$ cat config.mk
export PLATFORM = sky130hd
export DESIGN_NAME = ltc2195_phase_trainer
export DESIGN_NICKNAME = d
export VERILOG_FILES = /design/src/rtl/ltc2195_phase_trainer.sv
export SDC_FILE = /design/constraint.sdc
export NUM_CORES = 1
export LEC_CHECK = 0
export CORE_ASPECT_RATIO = 0.5
export CORE_MARGIN = 10
export CORE_UTILIZATION = 35
export CTS_CLUSTER_SIZE = 14
export DETAILED_ROUTE_END_ITERATION = 8
export GPL_TIMING_DRIVEN = 0
export PLACE_DENSITY = 0.6
export SETUP_SLACK_MARGIN = 0.4
export SYNTH_ARGS = -nofsm -noshare
export SYNTH_HDL_FRONTEND = slang
export SYNTH_SLANG_ARGS = --single-unit
$ cat constraint.sdc
create_clock -name clk_in -period 4.5 [get_ports clk_in]
set_clock_uncertainty 0.2 [all_clocks]
set_input_delay 0.675 -clock clk_in [delete_from_list [all_inputs] [get_ports clk_in]]
set_output_delay 0.675 -clock clk_in [all_outputs]
set_load 0.05 [all_outputs]
$ cat src/rtl/ltc2195_phase_trainer.sv
// Purpose: ENC phase calibration for the LTC2195. It sweeps the phase target, scores FR_out at
//          each point, and programs the centre of the longest good window.
// Latency: host commands are forwarded 1 cycle later in IDLE. A sweep point takes
//          SET + (settle+1) + CHECK_CYCLES + EVAL cycles, and this count is the same for every point.
// Backpressure: none. A host command that arrives while busy, or in the same cycle as start_in,
//          is dropped and flagged on host_reject_out.
// Ports:
//   clk_in, rst_in (async, active-high)
//   start_in                                  - sweep request
//   host_trig_in/host_addr_in/host_data_in    - host command in
//   fr_in                                     - deserialized FR word
//   cmd_trig_out/cmd_addr_out/cmd_data_out    - command out to the LTC2195 controller
//   host_reject_out, busy_out, done_out, fail_out, phase_out, win_len_out - status
module ltc2195_phase_trainer #(
  parameter logic [8:0]  PS_START      = 9'h100,
  parameter logic [8:0]  PS_STOP       = 9'h1FF,
  parameter logic [8:0]  PS_STEP       = 9'h004,
  parameter logic [8:0]  PS_DEFAULT    = 9'h17C,
  parameter logic [15:0] SETTLE_CYCLES = 16'd2048,
  parameter logic [15:0] LONG_SETTLE   = 16'd65535,
  parameter logic [15:0] CHECK_CYCLES  = 16'd256,
  parameter logic [3:0]  FR_EXPECT     = 4'b1100
) (
  input  logic        clk_in,
  input  logic        rst_in,
  input  logic        start_in,
  input  logic        host_trig_in,
  input  logic [15:0] host_addr_in,
  input  logic [15:0] host_data_in,
  input  logic [3:0]  fr_in,
  output logic        cmd_trig_out,
  output logic [15:0] cmd_addr_out,
  output logic [15:0] cmd_data_out,
  output logic        host_reject_out,
  output logic        busy_out,
  output logic        done_out,
  output logic        fail_out,
  output logic [8:0]  phase_out,
  output logic [9:0]  win_len_out
);

  typedef enum logic [2:0] {
    S_IDLE, S_SET, S_SETTLE, S_CHECK, S_EVAL, S_FINAL, S_FWAIT
  } state_t;

  state_t      r_state;
  state_t      w_state_nxt;

  logic [8:0]  r_value;
  logic        r_first;
  logic [9:0]  r_cur_len;
  logic [8:0]  r_cur_start;
  logic [9:0]  r_best_len;
  logic [8:0]  r_best_start;
  logic [15:0] r_cnt;
  logic        r_bad;

  logic        r_cmd_trig;
  logic [15:0] r_cmd_addr;
  logic [15:0] r_cmd_data;
  logic        r_host_reject;
  logic        r_done;
  logic        r_fail;
  logic [8:0]  r_phase;
  logic [9:0]  r_win_len;

  logic        w_busy;
  logic [9:0]  w_next_val;
  logic        w_last;
  logic [9:0]  w_cur_len_inc;
  logic [8:0]  w_target;

  always_comb begin
    w_busy        = (r_state != S_IDLE);
    // The 10-bit sum catches a step that would wrap past 9'h1FF.
    w_next_val    = {1'b0, r_value} + {1'b0, PS_STEP};
    w_last        = (w_next_val > {1'b0, PS_STOP});
    w_cur_len_inc = r_cur_len + 10'd1;
    // Window centre. The result is never above PS_STOP, so truncating to 9 bits is safe.
    if (r_best_len == 10'd0) begin
      w_target = PS_DEFAULT;
    end else begin
      w_target = 9'(19'(r_best_start) +
                    (((19'(r_best_len) - 19'd1) * 19'(PS_STEP)) >> 1));
    end
  end

  // Next-state logic
  always_comb begin
    w_state_nxt = r_state;
    case (r_state)
      S_IDLE:   if (start_in) w_state_nxt = S_SET;
      S_SET:    w_state_nxt = S_SETTLE;
      S_SETTLE: if (r_cnt == 16'd0) w_state_nxt = S_CHECK;
      // r_cnt holds the number of samples still to take, including this cycle's sample.
      S_CHECK:  if (r_cnt <= 16'd1) w_state_nxt = S_EVAL;
      S_EVAL:   w_state_nxt = w_last ? S_FINAL : S_SET;
      S_FINAL:  w_state_nxt = S_FWAIT;
      S_FWAIT:  if (r_cnt == 16'd0) w_state_nxt = S_IDLE;
      default:  w_state_nxt = S_IDLE;
    endcase
  end

  always_ff @(posedge clk_in or posedge rst_in) begin
    if (rst_in) begin
      r_state <= S_IDLE;
    end else begin
      r_state <= w_state_nxt;
    end
  end

  // Datapath and registered outputs
  always_ff @(posedge clk_in or posedge rst_in) begin
    if (rst_in) begin
      r_value       <= PS_START;
      r_first       <= 1'b0;
      r_cur_len     <= 10'd0;
      r_cur_start   <= 9'd0;
      r_best_len    <= 10'd0;
      r_best_start  <= 9'd0;
      r_cnt         <= 16'd0;
      r_bad         <= 1'b0;
      r_cmd_trig    <= 1'b0;
      r_cmd_addr    <= 16'd0;
      r_cmd_data    <= 16'd0;
      r_host_reject <= 1'b0;
      r_done        <= 1'b0;
      r_fail        <= 1'b0;
      r_phase       <= PS_DEFAULT;
      r_win_len     <= 10'd0;
    end else begin
      r_cmd_trig    <= 1'b0;
      r_host_reject <= 1'b0;
      r_done        <= 1'b0;

      // A host command is forwarded only in an idle cycle with no competing start.
      if (host_trig_in) begin
        if (w_busy || start_in) begin
          r_host_reject <= 1'b1;
        end else begin
          r_cmd_trig <= 1'b1;
          r_cmd_addr <= host_addr_in;
          r_cmd_data <= host_data_in;
        end
      end

      case (r_state)
        S_IDLE: begin
          if (start_in) begin
            r_value      <= PS_START;
            r_first      <= 1'b1;
            r_cur_len    <= 10'd0;
            r_cur_start  <= 9'd0;
            r_best_len   <= 10'd0;
            r_best_start <= 9'd0;
            r_fail       <= 1'b0;
          end
        end
        S_SET: begin
          r_cmd_trig <= 1'b1;
          r_cmd_addr <= 16'h3200;
          r_cmd_data <= {7'b0, r_value};
          r_cnt      <= r_first ? LONG_SETTLE : SETTLE_CYCLES;
        end
        S_SETTLE: begin
          if (r_cnt == 16'd0) begin
            r_cnt <= CHECK_CYCLES;
            r_bad <= 1'b0;
          end else begin
            r_cnt <= r_cnt - 16'd1;
          end
        end
        S_CHECK: begin
          if (fr_in != FR_EXPECT) r_bad <= 1'b1;
          if (r_cnt != 16'd0) r_cnt <= r_cnt - 16'd1;
        end
        S_EVAL: begin
          if (!r_bad) begin
            if (r_cur_len == 10'd0) r_cur_start <= r_value;
            r_cur_len <= w_cur_len_inc;
            // The compare is strict, so the earliest window keeps a tie.
            if (w_cur_len_inc > r_best_len) begin
              r_best_len   <= w_cur_len_inc;
              r_best_start <= (r_cur_len == 10'd0) ? r_value : r_cur_start;
            end
          end else begin
            r_cur_len <= 10'd0;
          end
          r_first <= 1'b0;
          if (!w_last) r_value <= w_next_val[8:0];
        end
        S_FINAL: begin
          r_cmd_trig <= 1'b1;
          r_cmd_addr <= 16'h3200;
          r_cmd_data <= {7'b0, w_target};
          r_phase    <= w_target;
          r_win_len  <= r_best_len;
          r_fail     <= (r_best_len == 10'd0);
          r_cnt      <= LONG_SETTLE;
        end
        S_FWAIT: begin
          if (r_cnt == 16'd0) begin
            r_done <= 1'b1;
          end else begin
            r_cnt <= r_cnt - 16'd1;
          end
        end
        default: ;
      endcase
    end
  end

  assign cmd_trig_out    = r_cmd_trig;
  assign cmd_addr_out    = r_cmd_addr;
  assign cmd_data_out    = r_cmd_data;
  assign host_reject_out = r_host_reject;
  assign busy_out        = w_busy;
  assign done_out        = r_done;
  assign fail_out        = r_fail;
  assign phase_out       = r_phase;
  assign win_len_out     = r_win_len;

endmodule

======== After elaboration in Yosys (flattened, before gate mapping) ========
Cells that the tools add are included.
storage, ports and cells
  bits of input ports ..................... 40
  output and inout port bits .............. 56
  bits in registers ....................... 123
cells by class
  add/sub/neg operators ................... 5
  reductions and logical operators ........ 24
  order comparisons ....................... 3
  eq/ne operators ......................... 19
  multiplexer cells ....................... 48
operators with widths
  kind                                                   number
  2-to-1 mux 16 bit                                      9
  case mux 16 bit (5 select lines)                       1
  2-to-1 mux 9 bit                                       8
  case mux 9 bit (2 select lines)                        3
  2-to-1 mux 10 bit                                      4
  case mux 10 bit (2 select lines)                       2
  case mux 16 bit (2 select lines)                       1
  != test 2 bit (second input constant)                  11
  case mux 3 bit (7 select lines)                        1
  zero test 10 bit                                       2
  <= comparator 16 x 1 -> 1 bit (second input constant)  1
  zero test 16 bit                                       1
  nonzero test 16 bit                                    1
  subtractor 16 x 1 -> 16 bit (second input constant)    1
  2-to-1 mux 3 bit                                       5
  AND reduction 3 bit                                    4
  2-to-1 mux 1 bit                                       11
  adder 10 x 1 -> 10 bit (second input constant)         1
  adder 9 x 3 -> 10 bit (second input constant)          1
  > comparator 10 bit                                    1
  > comparator 10 x 9 -> 1 bit (second input constant)   1
  adder 9 bit                                            1
  == test 3 bit (second input constant)                  3
  AND reduction 2 bit                                    4
  other kinds (13)                                       21

======== Depth between registers and ports, before layout ========
Gate-level depths: netlist (run 1).
  depth after elaboration ................. 5
  depth in mapped cells ................... 13
  mapped depth without buffers ............ 11

======== Worst setup path after synthesis (run 1) ========
OpenSTA, ideal clock, no wires.
  path type ............................... register to register
  from .................................... register r_cur_len[0]
  to ...................................... register r_best_len[1]
  slack ................................... 1.101 ns
  buffers on the path ..................... 2
  data arrival time ....................... 3.074 ns
  stages on the path, launching flop included .. 14
  library setup time ...................... 0.125 ns
  cell sequence ........................... dfrtp_1 ha_1 nand3_1 nor3_1 xnor2_1 inv_1 ha_1 nand4_1 nor3_1 a31o_2 a32o_1 clkbuf_1 buf_2 mux2_2
between the ends
  longest elaborated chain between the ends .. 4
  elaborated cells on any way between the ends .. 7
  those cells by class .................... 1 x add/sub; 1 x order compare; 1 x eq/ne; 3 x mux; 1 x reduce/logical
RTL lines
  element                                                                                          line  RTL
  from (decl)                                                                                      51    logic [9:0] r_cur_len;
  from (signal assigned)                                                                           180   r_cur_len <= w_cur_len_inc;
  adder 10 x 1 -> 10 bit *                                                                         78    w_cur_len_inc = r_cur_len + 10'd1;
  > comparator 10 bit / 2-to-1 mux 10 bit (equally long branches)                                  182   if (w_cur_len_inc > r_best_len) begin
  != test 2 bit (no source line) / 2-to-1 mux 10 bit (equally long branches)                       --
  AND reduction 4 bit (no source line) / case mux 10 bit (2 select lines) (equally long branches)  --
  to (signal assigned)                                                                             183   r_best_len <= w_cur_len_inc;
  to (decl)                                                                                        53    logic [9:0] r_best_len;
Every way passes the cells marked *; elsewhere a longest branch is shown, timed or not. The select of a mux whose other input is x is not followed.
A chain may end at the register's enable or synchronous reset.

======== Worst setup path in the final report (run 1) ========
  from .................................... register r_cur_len[0]
  to ...................................... register r_best_len[3]
The elaborated chain is that of the path after synthesis.

==> results of run 1 <==
[power breakdown]
part / internal, mW / switching (mW)
combinational: 0.0339 / 0.0292
clock: 0.950 / 0.545
sequential: 1.09 / 0.000124
total: 2.07 / 0.574
[logic make-up after synthesis]
group	after synthesis	synth area share, %
buffers and inverters	64	4.03
AOI/OAI and AO/OA	150	15.3
xor gates and xnor gates	23	3.12
and+or+nand+nor	281	20.0
adders and majority gates	28	5.54
DFF	121	47.0
muxes	30	4.92
[worst max-delay path, cell delays in order (launching register included)]
cell and delay (ns):
dfrtp_1 0.46, ha_1 0.26, nand3_1 0.15, nor3_1 0.27, xnor2_1 0.20, inv_1 0.08, ha_1 0.29, nand4_1 0.12
nor3_1 0.26, a31o_2 0.19, a32o_1 0.12, clkbuf_2 0.28, buf_2 0.33, mux2_2 0.37
[cells in the final DEF (no fill, tap or decap), drive strengths merged, types with 8 or more instances in the layout]
cell           instances
xor2                  12
a22o                   9
mux2                  14
o22ai                  8
nor2                  55
buf                   10
a21oi                 21
nand4                 10
mux2i                 16
inv                   33
xnor2                 11
nor3                  15
clkdlybuf4s50         95
nand3                 30
nand2                119
clkbuf                43
dfrtp                114
ha                    27
o21ai                 47
o221ai                 8
and3                  11
a31oi                 12
[registers in the layout (all words and copies together) (netlist names)]
signal and cells:
r_cnt 16, cmd_trig_out 1, host_reject_out 1, r_value 7, done_out 1, cmd_addr_out 16, win_len_out 10, phase_out 9
r_state 3, r_bad 1, fail_out 1, r_best_len 10, r_first 1, r_cur_start 9, r_best_start 9, r_cur_len 10
cmd_data_out 16
[cell type report]
type | count | area, um2
Clock inverter | 13 | 194
Timing Repair Buffer | 96 | 978
Multi-Input combinational cell | 512 | 3160
Clock buffer | 19 | 443
Fill cell | 1666 | 9370
Inverter | 31 | 121
Tap cell | 234 | 293
Sequential cell | 121 | 3040
Buffer | 33 | 145
[metal layers]
metal	global-route usage (%)	up-vias	wire length, um
li1	-	2709	-
met1	22.3	2780	9620
met4	4.95	0	244
met2	24.1	141	8720
met5	0	-	0
met3	2.99	22	834
[final timing paths]
kind | from | endpoint | slack [ns] | cells past startpoint
worst max-delay path | r_cur_len[0] | r_best_len[3] | 0.80 | 13
worst min-delay path | phase_out[7] | phase_out[7] | 0.27 | 2
worst max register to register | r_cur_len[0] | r_best_len[3] | 0.80 | 13
worst min register to register | phase_out[7] | phase_out[7] | 0.27 | 2
max in group asynchronous | rst_in | r_value[8] | 2.91 | 3
min in group asynchronous | rst_in | win_len_out[6] | 0.40 | 2
[stage by stage]
stage / setup TNS (ns) / utilization (%) / cells / setup slack (ns) / power, mW
after floorplan: 0 / - / 697 / 0.422 / 1.13
after global routing: 0 / 47.2 / 1059 / 0.509 / 2.72
after detailed placement: 0 / 43.6 / 1027 / 0.565 / 1.17
after global placement: -179.75 / 43.4 / 1026 / -1.57 / 1.17
after CTS: 0 / 47.2 / 1059 / 0.548 / 2.67
final: 0 / 47.2 / 1059 / 0.798 / 2.65
==> impl_results.md, run 1 <==
* Ys async rst share at 100%
* Hold WC Path Type: flip-flop to flip-flop
* Yosys top cell by area: dfrtp_1
* Peak Freq at ~270 MHz
* Syn avg cell area at 9.26 um2
* First-pass GRT wire length at between 30000 and 40000 um
* Synth top area cells: dfrtp_1 44%, nand2_1 6.9%, ha_1 5.2%
* Maximum VDD drop at about 0.00028 V
* DR vias at 5652
* CTS root buf: clkbuf_16
* Routed WL at about 19000 um
* Worst-path maximum fanout at 10
* Worst Path Required at 4.59 ns
* Worst Path Arrival at roughly 3.8 ns
* Site row count at 34
* Status: finished, final reports clean
* Clock sinks at approximately 120
* Area Overhead vs Synth at 29.6%
* Nets@finish at 880
* Share of layout cells above drive strength 1 at between 8 and 9%
* Total CTS buffers at 17
* Diodes inserted at 0
* WS Path Type: flip-flop to flip-flop
* Fin. Hold Viols at 0
* Period utilisation layout at about 82%
* Pin count of the biggest net entering global routing at 93
* Most frequent cell after synthesis: nand2_1
* Worst skew pair latency at between 0.4 and 0.5 ns
* P_leak at ~3.8 nW
* # hold bufs at CTS at 0
* GR Util All Layers at around 16%
* Initial Utilization at 36.4%
* Via density at 5.34
* Cell Area, Placed at 7730 um2
* Number of top-level pins at 96
* Core Area at around 18000 um2
* Flops & latches, synth at around 120
* Post-CTS Repair Setup Buffers at 0
* Vias in the first global route at roughly 5500
* Die X at roughly 210 um
* Layout Cell Area excl Fill at 8370 um2
* Post-CTS Resized at 0
* Slew margin rel. at 46.1%
* Ys Warns at 0
* Routed WL per cell at about 18 um
* Startpoint types: flip-flop
* Initial drt markers at roughly 480
* CTS tree: done
* Mapped Cells at 697
* EDFF count, synth at 0
* Setup violators final at 0
* RSZ-0062 raised after global routing: false
* Final Slew Violations at 0
* Die Ht at between 100 and 150 um
* CTS H-tree depth at 4
* Die area at between 20000 and 25000 um2
* Crit. End Element: flip-flop
* Top cells by instance count after synthesis: 119 x nand2_1, 114 x dfrtp_1, 55 x nor2_1
* Gpl congestion at between 0.9 and 1
* Worst slew pin tran at around 0.8 ns
* Distinct cells, synth at 60
* Hold_ws at roughly 0.27 ns
* Post-DP HPWL at between 10000 and 15000 um
* Buffers on Ports at 95
* Initial antenna violation count at 0
* DR pass1 iterations at 5
* Clock Pin Slew Worst Setup and Hold Paths at 0.06 ns
* ANT nets after route at 0
* Cell Pwr Density at around 320 nW/um2
* Syn nets at between 700 and 800
* DRC at 0
* Primary FF master, synth: dfrtp_1
* Post-Syn Area at 6460 um2
* Clock Tree Buf Depth at 2
* Maxcap violations at 0
* Sequential fraction of the synthesis area at a little under half
* Synth top area share at between 40 and 50%
* Final Critical Period at about 3.7 ns
* GR Overflow Total at 0
No activity file was read; power rests on OpenSTA's default activity.
==> inputs of run 2 (changes only) <==
PLACE_DENSITY = 0.62   (was 0.6)
clock period = 3.4 ns   (was 4.5 ns; I/O delays follow)
==> impl_results.md, run 2 (same netlist as run 1, synthesis figures left out) <==
* Worst slew pin tran at about 0.85 ns
* Area Overhead vs Synth at 35.1%
* Initial Utilization at about 36%
* ANT nets after route at 0
* Nets@finish at 905
* Via density at approximately 5.3
* Worst-path maximum fanout at 8
* First-pass GRT wire length at approximately 32000 um
* Initial drt markers at between 400 and 500
* Share of layout cells above drive strength 1 at approximately 14%
* DR vias at roughly 5800
* WS Path Type: flip-flop to flip-flop
* Clock sinks at about 120
* CTS tree: done
* Commonest non-fill, non-tap cell in the layout: nand2_1
* Switching Power at approximately 0.75 mW
* Worst skew pair latency at approximately 0.42 ns
* FF-to-FF path depth at 12
* Final Slew Violations at 0
* Layout Cell Area excl Fill at roughly 8700 um2
* Non-filler cells, final at about 1100
* Sw Share at 21.9%
* # hold bufs at CTS at 0
* Sequential power share at between 40% and 50%
* Core Area at 17700 um2
* Clk network pwr share at between 50% and 60%
* Reg-to-reg endpoint: r_best_len[3]
* Crit. End Element: flip-flop
* Status: finished, final reports clean
* DP Worst Slack at 0.0895 ns
* Vias in the first global route at around 5700
* GR Util All Layers at around 16%
* Cell Area, Placed at a little under 8000 um2
* Die area at roughly 25000 um2
* Worst Path Required at ~3.5 ns
* Inst Count DP at ~1000
* Post-DP HPWL at between 10000 and 15000 um
* Cell Pwr Density at 392 nW/um2
* P_leak at 3.93 nW
* Site row count at 34
* Combinational Power Share at around 2.6%
* GR Overflow Total at 0
* Number of top-level pins at 96
* CTS H-tree depth at 4
* Commonest non-fill, non-tap cells in the layout: 119 x nand2_1, 110 x dfrtp_1, 95 x clkdlybuf4s50_1
* Initial antenna violation count at 0
* Internal power at 2.67 mW
* Routed WL per cell at ~18 um
* DRC at 0
* Startpoint types: flip-flop
* Hold_sp: r_cur_start[1]
* Routed WL at about 20000 um
* Clock Tree Buf Depth at 2
* Die Ht at around 120 um
* CTS root buf: clkbuf_16
* Worst Path Arrival at approximately 3.1 ns
* Buffers on Ports at between 90 and 100
* Maxcap violations at 0
* TNS Setup at 0 ns
* Maximum VDD drop at approximately 0.00030 V
* Setup violators final at 0
* Pin count of the biggest net entering global routing at 36
* Period utilisation layout at a little under 90%
* Slew margin rel. at 43.1%
* Worst Hold Depth at 1
* Gpl congestion at between 0.9 and 1
* Diodes inserted at 0
* RSZ-0062 raised after global routing: true
* Hold WC Path Type: flip-flop to flip-flop
* Die X at 212 um
* Worst reg2reg setup slack at 0.38 ns
* Reg-to-Reg Start: r_cur_len[0]
* DR pass1 iterations at 5
* Fin. Hold Viols at 0
* Worst Slack Setup Final at around 0.38 ns
* Final Critical Period at approximately 3.0 ns
* Clock Pin Slew Worst Setup and Hold Paths at around 0.060 ns
* WHS Endpoint: r_cur_start[1]
* Total CTS buffers at 17
* Peak Freq at 331 MHz
==> run 2: cell count changes in the layout (fill, tap and decap cells not counted), moves of 4 or more <==
cell	previous run	this run
nor3_1	15	11
clkinvlp_4	1	5
buf_12	0	6
dfrtp_1	114	110
buf_4	0	21
dfrtp_2	0	4
==> run 2: layout make-up <==
cell class,instances,area (um2)
Clock buffer,19,443
Sequential cell,121,3040
Inverter,31,120
Multi-Input combinational cell,512,3280
Fill cell,1641,9020
Tap cell,234,293
Timing Repair Buffer,121,1210
Buffer,33,170
Clock inverter,13,169
==> run 2: worst max-delay path by stage <==
stage / depth (start not counted) / endpoint / slack [ns] / from
after global routing: 11 / r_best_start[8] / 0.24 / r_cur_len[1]
after global placement: 2 / r_cnt[15] / -0.02 / rst_in
after floorplan: 13 / r_best_len[1] / 0.45 / r_cur_len[0]
after detailed placement: 13 / r_best_len[1] / 0.09 / r_cur_len[0]
final: 12 / r_best_len[3] / 0.38 / r_cur_len[0]
after CTS: 13 / r_best_start[8] / 0.41 / r_cur_len[1]
==> run 2: per-stage QoR <==
stage / utilization, % / total power [mW] / hold slack, ns
5_1_grt: 49.2 / 3.53 / 0.305
2_1_floorplan: - / 1.49 / 0.244
3_5_place_dp: 44.0 / 1.56 / 0.266
4_1_cts: 48.4 / 3.44 / 0.282
6_report: 49.2 / 3.42 / 0.281
3_3_place_gp: 43.6 / 1.55 / 0.260
==> run 2: critical path: stages, from the launching register on <==
cell and delay [ns]:
dfrtp_2 0.41, ha_4 0.15, nand3_2 0.13, nor2_1 0.23, xor2_1 0.27, ha_1 0.28, nand4_1 0.13, nor3_2 0.07
a31o_2 0.24, a32o_1 0.20, clkbuf_8 0.15, buf_12 0.14, mux2_4 0.28
==> run 2: per-layer routing <==
metal / up-vias / GRT usage (%) / share of wire (%)
met5: - / 0 / 0
met4: 0 / 4.47 / 1.2
met3: 18 / 3.13 / 4.3
met2: 139 / 25.1 / 46
met1: 2840 / 22.6 / 49
li1: 2755 / - / -
==> run 2: power by group through the flow <==
stage	clock (mW)	combinational [mW]	sequential, mW
6_report	1.89	0.0888	1.44
5_1_grt	1.99	0.0978	1.44
4_1_cts	1.91	0.0918	1.44
3_5_place_dp	0	0.0914	1.47
3_3_place_gp	0	0.0819	1.47
2_1_floorplan	0	0.0235	1.47
==> run 2: repair_timing <==
item | 4_1_cts | 5_1_grt
resized for setup | 11 | 20
endpoints found under the setup margin | 24 | 30
hold endpoints to repair | 0 | 0
buffers inserted | 16 | 7
gates cloned | 0 | 0
pin swaps | 8 | 9
==> inputs of run 3 (changes only) <==
CORE_ASPECT_RATIO = 1.2   (was 0.5)
==> impl_results.md, run 3 (same netlist as run 1, synthesis figures left out) <==
* Commonest non-fill, non-tap cell in the layout: nand2_1
* DR pass1 iterations at 5
* Maxcap violations at 0
* Peak Freq at around 330 MHz
* Cell family with most CP delay: compound AO/OA/AOI/OAI gates
* Internal power at 2.59 mW
* DRC at 0
* P_leak at a little under 4 nW
* Maximum VDD drop at about 0.00033 V
* CP Cell Sequence: inv_2 -> ha_2 -> nand3_1 -> xnor2_2 -> ha_4 -> and3_1 -> a221o_1 -> o41ai_2 -> xnor2_1 -> a221oi_1
* Slew margin rel. at between 40 and 50%
* Layout Cell Area excl Fill at 8700 um2
* Clock Tree Buf Depth at 2
* Total CTS buffers at 17
* Area Overhead vs Synth at 34.7%
* Fin. Hold Viols at 0
* Post-DP HPWL at about 14000 um
* Initial Utilization at about 36%
* Worst skew pair latency at ~0.41 ns
* GR Util All Layers at ~16%
* Buffers on Ports at 95
* Routed WL per cell at around 18 um
* DRT met1 WL at around 8000 um
* Clock sinks at 121
* Worst Path Required at 3.51 ns
* Routed WL at around 19000 um
* Util after Layout at ~48%
* Initial antenna violation count at 0
* Worst-path maximum fanout at 5
* Status: finished, final reports clean
* Non-filler cells, final at between 1000 and 1500
* Site row count at between 50 and 60
* Nets@finish at 904
* Diodes inserted at 0
* Top sig layer: met4
* CTS root buf: clkbuf_16
* Die X at approximately 140 um
* Setup violators final at 0
* Cell Area, Placed at just under 8000 um2
* Crit-path slowest cell: dfrtp_1
* Cell Pwr Density at ~380 nW/um2
* Buffers & Inverters on Critical Path at 1
* Max incr delay on CP at 0.42 ns
* Hold_ws at about 0.27 ns
* Routed wl met2 at approximately 9800 um
* Die area at around 24000 um2
* Vias in the first global route at 5680
* Core Area at about 18000 um2
* Switching Power at ~0.7 mW
* First-pass GRT wire length at just over 30000 um
* Period utilisation layout at 88.0%
* ANT nets after route at 0
* Share of layout cells above drive strength 1 at between 10% and 20%
* Pin count of the biggest net entering global routing at 39
* Gpl congestion at just over 0.9
* GR Overflow Total at 0
* Final Slew Violations at 0
* Final Critical Period at ~3.0 ns
* Crit. End Element: flip-flop
* CTS tree: done
* Startpoint types: flip-flop
* Sequential power share at between 40% and 50%
* Die Ht at around 170 um
* Worst slew pin tran at between 0.7 and 0.8 ns
* Inst Count DP at 1019
* Hold WC Path Type: flip-flop to flip-flop
* Met3 WL at a little under 800 um
* Sw Share at approximately a fifth
* Number of top-level pins at 96
* Total power at 3.28 mW
* DR vias at 5725
* # hold bufs at CTS at 0
* Clock Pin Slew Worst Setup and Hold Paths at roughly 0.06 ns
* RSZ-0062 raised after global routing: true
* CTS H-tree depth at 4
* Via density at about 5.3
* Combinational Power Share at between 2 and 3%
* Initial drt markers at roughly 410
* WS Path Type: flip-flop to flip-flop
* Clk network pwr share at 53.4%
* Worst Path Arrival at a little over 3 ns
* Commonest non-fill, non-tap cells in the layout: 119 x nand2_1, 109 x dfrtp_1, 95 x clkdlybuf4s50_1
-- run 3: power groups by stage --
stage | Clock (mW) | Combinational (mW) | Sequential [mW]
floorplan | 0 | 0.0235 | 1.47
global placement | 0 | 0.0818 | 1.47
detailed placement | 0 | 0.0910 | 1.47
CTS | 1.80 | 0.0914 | 1.44
global route | 1.85 | 0.0981 | 1.44
finish | 1.75 | 0.0883 | 1.44
-- run 3: worst min-delay path, cell delays in order, from the launching register on --
cell and delay, ns:
dfrtp_1 0.33, nand2_1 0.05, nand2_1 0.05
-- run 3: metrics by stage --
step | setup slack [ns] | TNS, ns
final | 0.409 | 0
after global placement | -0.0367 | -3.17
after global routing | 0.306 | 0
after floorplan | 0.454 | 0
after CTS | 0.403 | 0
after detailed placement | 0.111 | 0
-- run 3: timing repair --
action                     4_1_cts  5_1_grt
hold endpoints to repair         0        0
gates resized for setup         19       18
buffers inserted                 7       14
pin swaps                        5       14
setup endpoints to repair       24       41
cloned                           0        1
-- run 3: final timing paths --
kind                               startpoint         endpoint  slack (ns)  cells after the start
worst min-delay path             phase_out[1]     phase_out[1]        0.27                      2
worst max-delay path            r_best_len[0]  cmd_data_out[8]        0.41                     10
worst min register to register   phase_out[1]     phase_out[1]        0.27                      2
min in group asynchronous              rst_in  cmd_addr_out[2]        0.29                      2
max in group asynchronous              rst_in     r_cur_len[2]        1.65                      5
worst max register to register  r_best_len[0]  cmd_data_out[8]        0.41                     10
-- run 3: final cells by class --
cell class                 count  area [um2]
fill                        1692        9480
multi-input combinational    512        3300
sequential                   121        3040
timing repair buffer         120        1210
clock buffer                  21         450
tap                          224         280
buffer                        33         166
clock inverter                11         124
inverter                      31         120
-- run 3: layer usage --
layer	global-route usage, %	vias to the layer above
li1	-	2767
met1	19.7	2799
met2	26.5	130
met3	2.91	29
met4	6.14	0
met5	0	-
